===== src/rtl/fetch_pc_unit_pkg.sv =====
// Shared types and default sizes for the fetch/PC stage.
package fetch_pc_unit_pkg;

  typedef enum logic [1:0] {
    IDLE   = 2'd0,
    RUN    = 2'd1,
    HALTED = 2'd2
  } fetch_state_t;

  localparam int DEF_PCW  = 10;
  localparam int DEF_LUTD = 16;
  localparam int DEF_CNTW = 16;

endpackage


===== src/rtl/fetch_pc_unit_branch_lut.sv =====
// Branch-target LUT: LUTD x PCW registers, async clear, one sync write port,
// one combinational read port. Indices at or above LUTD read as zero.
module branch_lut
  import fetch_pc_unit_pkg::*;
#(
  parameter int PCW  = DEF_PCW,
  parameter int LUTD = DEF_LUTD,
  parameter int IW   = $clog2(LUTD)
) (
  input  logic           Clk,
  input  logic           Reset,
  input  logic           i_we,
  input  logic [IW-1:0]  i_waddr,
  input  logic [PCW-1:0] i_wdata,
  input  logic [IW-1:0]  i_raddr,
  output logic [PCW-1:0] o_rdata
);

  logic [PCW-1:0] r_mem [LUTD];

  always_ff @(posedge Clk or negedge Reset) begin
    if (!Reset) begin
      for (int i = 0; i < LUTD; i++) r_mem[i] <= '0;
    end else if (i_we && (32'(i_waddr) < LUTD)) begin
      r_mem[i_waddr] <= i_wdata;
    end
  end

  // Read is pre-edge, so a same-edge write is only seen from the next cycle.
  assign o_rdata = (32'(i_raddr) < LUTD) ? r_mem[i_raddr] : '0;

endmodule


===== src/rtl/fetch_pc_unit.sv =====
// Program counter, fetch FSM and run-cycle accounting upstream of the ALU.
// Build option: define PC_REL_BRANCH_EN for PC-relative (signed offset) branches.
module fetch_pc_unit
  import fetch_pc_unit_pkg::*;
#(
  parameter int             PCW      = DEF_PCW,
  parameter int             LUTD     = DEF_LUTD,
  parameter int             CNTW     = DEF_CNTW,
  parameter logic [PCW-1:0] START_PC = '0,
  parameter int             IW       = $clog2(LUTD)
) (
  input  logic            Clk,
  input  logic            Reset,
  input  logic            Start,
  input  logic            Halt,
  input  logic            BranchEn,
  input  logic            BranchCond,
  input  logic [IW-1:0]   TargetIdx,
  input  logic            LutWe,
  input  logic [IW-1:0]   LutWaddr,
  input  logic [PCW-1:0]  LutWdata,
  output logic [PCW-1:0]  PC,
  output logic            Busy,
  output logic            Done,
  output logic            Wrapped,
  output logic [CNTW-1:0] CycleCnt
);

  fetch_state_t    r_state;
  fetch_state_t    w_next_state;
  logic [PCW-1:0]  r_pc;
  logic [CNTW-1:0] r_cnt;
  logic            r_wrapped;
  logic [PCW-1:0]  w_lut_rdata;
  logic [PCW-1:0]  w_target;
  logic            w_taken;

  function automatic logic [CNTW-1:0] sat_inc(input logic [CNTW-1:0] v);
    return (&v) ? v : v + 1'b1;
  endfunction

  branch_lut #(
    .PCW  (PCW),
    .LUTD (LUTD),
    .IW   (IW)
  ) u_lut (
    .Clk     (Clk),
    .Reset   (Reset),
    .i_we    (LutWe),
    .i_waddr (LutWaddr),
    .i_wdata (LutWdata),
    .i_raddr (TargetIdx),
    .o_rdata (w_lut_rdata)
  );

`ifdef PC_REL_BRANCH_EN
  logic signed [PCW-1:0] w_offset;
  assign w_offset = signed'(w_lut_rdata);
  assign w_target = r_pc + $unsigned(w_offset);
`else
  assign w_target = w_lut_rdata;
`endif

  assign w_taken = BranchEn && BranchCond;

  always_ff @(posedge Clk or negedge Reset) begin
    if (!Reset) r_state <= IDLE;
    else        r_state <= w_next_state;
  end

  always_comb begin
    w_next_state = r_state;
    case (r_state)
      IDLE:    if (Start) w_next_state = RUN;
      RUN:     if (Halt)  w_next_state = HALTED;
      HALTED:  if (!Start) w_next_state = IDLE;
      default: w_next_state = IDLE;
    endcase
  end

  // PC and counters; Wrapped only tracks sequential increments, not branches.
  always_ff @(posedge Clk or negedge Reset) begin
    if (!Reset) begin
      r_pc      <= '0;
      r_cnt     <= '0;
      r_wrapped <= 1'b0;
    end else begin
      case (r_state)
        IDLE: begin
          if (Start) begin
            r_pc      <= START_PC;
            r_cnt     <= '0;
            r_wrapped <= 1'b0;
          end
        end
        RUN: begin
          r_cnt <= sat_inc(r_cnt);
          if (!Halt) begin
            if (w_taken) begin
              r_pc <= w_target;
            end else begin
              r_pc <= r_pc + 1'b1;
              if (&r_pc) r_wrapped <= 1'b1;
            end
          end
        end
        default: ;
      endcase
    end
  end

  assign PC       = r_pc;
  assign Busy     = (r_state == RUN);
  assign Done     = (r_state == HALTED);
  assign Wrapped  = r_wrapped;
  assign CycleCnt = r_cnt;

endmodule

===== config.mk =====
export PLATFORM = sky130hd
export DESIGN_NAME = fetch_pc_unit
export DESIGN_NICKNAME = d
export VERILOG_FILES = /design/src/rtl/fetch_pc_unit_pkg.sv /design/src/rtl/fetch_pc_unit_branch_lut.sv /design/src/rtl/fetch_pc_unit.sv
export SDC_FILE = /design/constraint.sdc
export NUM_CORES = 1
export LEC_CHECK = 0
export ABC_CLOCK_PERIOD_IN_PS = 5100
export CAP_MARGIN = 15
export CORE_MARGIN = 2
export CORE_UTILIZATION = 49
export CTS_CLUSTER_SIZE = 30
export DETAILED_ROUTE_END_ITERATION = 7
export GPL_TIMING_DRIVEN = 0
export PLACE_DENSITY = 0.67
export SKIP_LAST_GASP = 1
export SYNTH_ARGS = -nofsm -noshare
export SYNTH_HDL_FRONTEND = slang
export SYNTH_SLANG_ARGS = --single-unit

===== constraint.sdc =====
create_clock -name Clk -period 5.1 [get_ports Clk]
set_clock_uncertainty 0.05 [all_clocks]
set_input_delay 1.53 -clock Clk [delete_from_list [all_inputs] [get_ports Clk]]
set_output_delay 1.53 -clock Clk [all_outputs]
set_load 0.02 [all_outputs]

# == Yosys cells after proc, flatten, opt, wreduce, memory -nomap -nowiden ==
# Cells that the tools add are included.
# totals
register_bits,189
elab_cells,68
out_inout_bits,29
in_bits,25
# op_classes
eq_ne,9
n_lt_le_gt_ge,3
mux,22
reduce_logical,10
bitwise,2
addsub,2
# ops
cell,count
bitwise mux 160 bit,1
2-to-1 mux 10 bit,6
binary-select mux 10 bit (select 4 bit),1
demux 10 bit (select 4 bit),1
2-to-1 mux 16 bit,2
case mux 16 bit (2 select lines),1
case mux 10 bit (2 select lines),1
adder 16 x 1 -> 16 bit (second input constant),1
AND reduction 16 bit,1
!= test 2 bit (second input constant),6
adder 10 x 1 -> 10 bit (second input constant),1
greater-or-equal comparator 5 bit (second input constant),2
NOT 4 -> 5 bit,2
AND reduction 10 bit,1
AND reduction 3 bit,3
2-to-1 mux 2 bit,3
case mux 2 bit (3 select lines),1
< comparator 5 x 1 -> 1 bit (second input constant),1
AND reduction 5 bit,1
2-to-1 mux 1 bit,4
equality test 2 x 1 -> 1 bit (second input constant),1
equality test 2 bit (second input constant),1
logical AND 1 bit,2
zero test 2 bit,1
other kinds (3),3

# == Logic depth before layout (Yosys ltp) ==
# logic_depth
ltp_word,7
depth_mapped,7

# == Hierarchy ==
# From an unflattened synthesis, not the netlist that was laid out.
# hier_totals
cells_unflattened,644
area_unflattened_um2,8979.9
# modules_own_cells
module,area_per_inst_um2,n_inst,cells_each,seq_area_each_um2
branch_lut,7285.7,1,449,4003.8
fetch_pc_unit,1694.1,1,195,725.7

# == Worst setup path after synthesis ==
# Ideal clock, no wire load.
# synth_path
path_type,input to register
from,in TargetIdx[0]
to,reg r_pc[9] (netlist: PC[9])
t_arrival_ps,3071
path_buffers,2
required_ps,4923
setup_slack_ps,1852
setup_time_ps,127
stages,6
cell_sequence,buf_2 -> buf_2 -> mux4_2 -> mux2_2 -> a22oi_1 -> o21ai_1
# synth_via
elab_chain_len,7
# synth_lines
element,line_no,rtl
start: declaration,fetch_pc_unit.sv:18,"input logic [IW-1:0] TargetIdx,"
NOT 4 -> 5 bit (implied by the code),fetch_pc_unit_branch_lut.sv:30,assign o_rdata = (32'(i_raddr) < LUTD) ? r_mem[i_raddr] : '0;
binary-select mux 10 bit (select 4 bit),fetch_pc_unit_branch_lut.sv:30,
2-to-1 mux 10 bit (implied by the code) (2 in series),fetch_pc_unit_branch_lut.sv:30,
2-to-1 mux 10 bit,fetch_pc_unit.sv:99,if (w_taken) begin
2-to-1 mux 10 bit,fetch_pc_unit.sv:98,if (!Halt) begin
case mux 10 bit (2 select lines),fetch_pc_unit.sv:88,case (r_state)
end signal: assignment,fetch_pc_unit.sv:100,r_pc <= w_target;
end signal: assignment,fetch_pc_unit.sv:102,r_pc <= r_pc + 1'b1;
end: declaration,fetch_pc_unit.sv:31,logic [PCW-1:0] r_pc;
# No other way between the ends. The select of a mux whose other input is x is not followed.
# A chain may end at the register's enable or synchronous reset.

# == Worst setup path after layout ==
# layout_path
from,in TargetIdx[3]
to,reg r_pc[1] (netlist: PC[1])
# Same word-level chain as after synthesis.

==> flow_summary.yaml <==
status:
  status: "finished, final reports clean"
critical_path:
  regToRegStartpoint: "r_state[1]"
  r2r.worst_path.cells: 6
  worstPathRequired_ps: 5430
  critical_path_class: "input port to flop"
  r2r_slack_ps: 2820
  worst_setup_path_start_kind: "input port"
  path_max_fanout: 10
  r2r-end: "PC[8]"
  arrival_ps: 4100
  endpoint_kind: "flop"
routing:
  dr_total_vias: 5637
  drt_iter0_drc: 431
  drt-wirelength-per-cell_um: 22.77
  post-route-drc-count: 0
  wl_um: 21470
  antenna_left: 0
  drt_pass1_iterations: 4
  viasPerCell: 5.978
global_route:
  globalRouteOverflowTotal: 0
  grt_max_degree: 132
  grtUsageTotal_pct: 23.45
  antenna_found_initial: 0
  grt_pass1_vias: 6027
  grt_pass1_wl_um: 34560
synth:
  synth.top_cell.area_share_pct: 53.04
  syn_inst: 624
  async_flop_share_pct: 100.0
  ys_types: 54
  synth_commonest_cells: "189 x dfrtp_1, 166 x mux2_2, 40 x mux4_2, 29 x nand2_1, 28 x nor2_1"
  yosys-top-cells-area: "dfrtp_1 53%, mux2_2 21%, mux4_2 10%"
  ys_seq_area_share_pct: 53.04
  synth_ff_type: "dfrtp_1"
  ys_warn_count: 0
  ys_seq_elements: 189
  synth_fp_nets: 651
  yosysTopAreaCell: "dfrtp_1"
  syn_avg_cell_area_um2: 14.29
  synth_most_common_cell: "dfrtp_1"
  synth-edff-count: 0
  synth_area_um2: 8917
min_path:
  hold_depth: 1
  holdCritPathClass: "flop to flop"
  min_to: "u_lut.r_mem[113]"
  min_from: "u_lut.r_mem[113]"
floorplan:
  fp.dieH_um: 138.9
  die-area_um2: 19290
  io_pins: 54
  die_x_um: 138.9
  rows: 49
  fp.coreArea_um2: 17900
  start_util_pct: 49.81
layout:
  fin_cells: 943
  layout.nets: 729
  diodes: 0
  drive_gt1_share_pct: 38.80
  utilization_pct: 58.53
  area_delta_synth_final_pct: 17.50
placed_design:
  place_congestion: 0.8321
  dp.final_hpwl_um: 14560
  portBuffers: 48
  dp.cells: 912
timing:
  rsz0062_at_grt: "false"
  setup_viol: 0
  max_freq_mhz: 265.2
  fin_crit_ps: 3770
  slew_headroom_pct: 21.85
  maxSlewViolCount: 0
  fin_crit_sh_pct: 73.93
  worstMarginPinSlew_ps: 1166
  final_hold_viol_count: 0
power_and_ir_drop:
  seqPwrFrac_pct: 45.8
  power.density_nw_per_um2: 422.9
  p_int_uw: 3249
  peakVddDrop_mv: 0.2775
  clkPwrFrac_pct: 32.5
  p_comb_share_pct: 21.7
  p_leak_uw: 0.004336
  swShare_pct: 26.66
  p_switching_uw: 1181
  p_total_uw: 4430
clock_tree:
  cts_tree: "yes"
  insertion_delay_ps: 440
  cts_setup_buffers: 0
  cts.reportedPaths.clkPinSlew_ps: 70
  cts_made_buffers: 17
  cts_root_buffer: "clkbuf_16"
  cts_resized: 0
  cts_max_level: 4
  cts_buffer_depth: 2
  cts.sinks: 189
  cts_hold_buf: 0
flow_run:
  cap_violations: 0
## per-layer routing
layer | track usage (%) | part of all wire, % | up-vias
li1 | - | - | 2484
met1 | 33.29 | 46 | 2973
met2 | 37.08 | 48 | 146
met3 | 3.971 | 4.6 | 34
met4 | 8.081 | 1.9 | 0
met5 | 0 | 0 | -
## worst max-delay path, cell delays in order
cell,delay (ps)
clkdlybuf4s50_1,650
buf_2,400
buf_1,740
a211oi_1,160
a21oi_1,390
a221o_1,220
## through the flow
step	setup TNS (ps)	cell area (um2)	setup WS [ps]	hold WS, ps
floorplan	0	8917	1852	409.4
global placement	-948890	9684	-5043	420.8
detailed placement	0	9836	892.2	431.6
CTS	0	10480	1321	453.4
global route	0	10480	1207	461.6
finish	0	10480	1330	444.8
## cells in the final DEF, fill, tap and decap left out, drive strengths merged, types with 9 or more instances in the layout
master	count
nor3	13
buf	28
clkbuf	40
nand2	29
o21ai	9
a21oi	10
xnor2	12
clkdlybuf4s50	47
dfrtp	189
mux2	172
nand3	11
nor2	28
mux4	40
## sequential cells by signal, indices dropped and copies added (netlist names)
register     cells
CycleCnt        16
PC              10
Wrapped          1
r_state          2
u_lut.r_mem    160
## cell type report
| cell class | count | area [um2] |
|---|---|---|
| clock buffers | 21 | 480.5 |
| multi-input cells | 398 | 4026 |
| repair buffers | 59 | 629.4 |
| well taps | 229 | 286.5 |
| flip-flops and latches | 189 | 4730 |
| clock inverters | 10 | 161.4 |
| plain buffers | 35 | 156.4 |
| inverters | 2 | 7.507 |
| fillers | 1427 | 7425 |
## power by group through the flow
stage          registers [uW]  logic [uW]  clock network (uW)
2_1_floorplan            2020         657                   0
3_3_place_gp             2030         926                   0
3_5_place_dp             2050         961                   0
4_1_cts                  2030         969                1460
5_1_grt                  2070        1050                1530
6_report                 2030         959                1440
## logic make-up (layout without fill, tap and decap cells)
family	Yosys count	after routing	share of synthesized area [%]
mux	220	220	32.72
buf+inv	37	127	1.838
xor+xnor	13	13	1.277
fa+ha+maj	2	2	0.2806
simple gates	119	119	7.198
flops	189	189	53.04
compound gates	44	44	3.648
## worst max path at each step
stage | from | slack (ps) | endpoint | cells past startpoint
6_report | TargetIdx[3] | 1330 | PC[1] | 6
5_1_grt | TargetIdx[3] | 1210 | PC[7] | 7
4_1_cts | TargetIdx[3] | 1320 | PC[7] | 7
3_5_place_dp | TargetIdx[3] | 890 | PC[7] | 7
3_3_place_gp | Reset | -5040 | u_lut.r_mem[41] | 1
2_1_floorplan | TargetIdx[0] | 1850 | PC[9] | 6
Power figures use the tool's default switching activity.
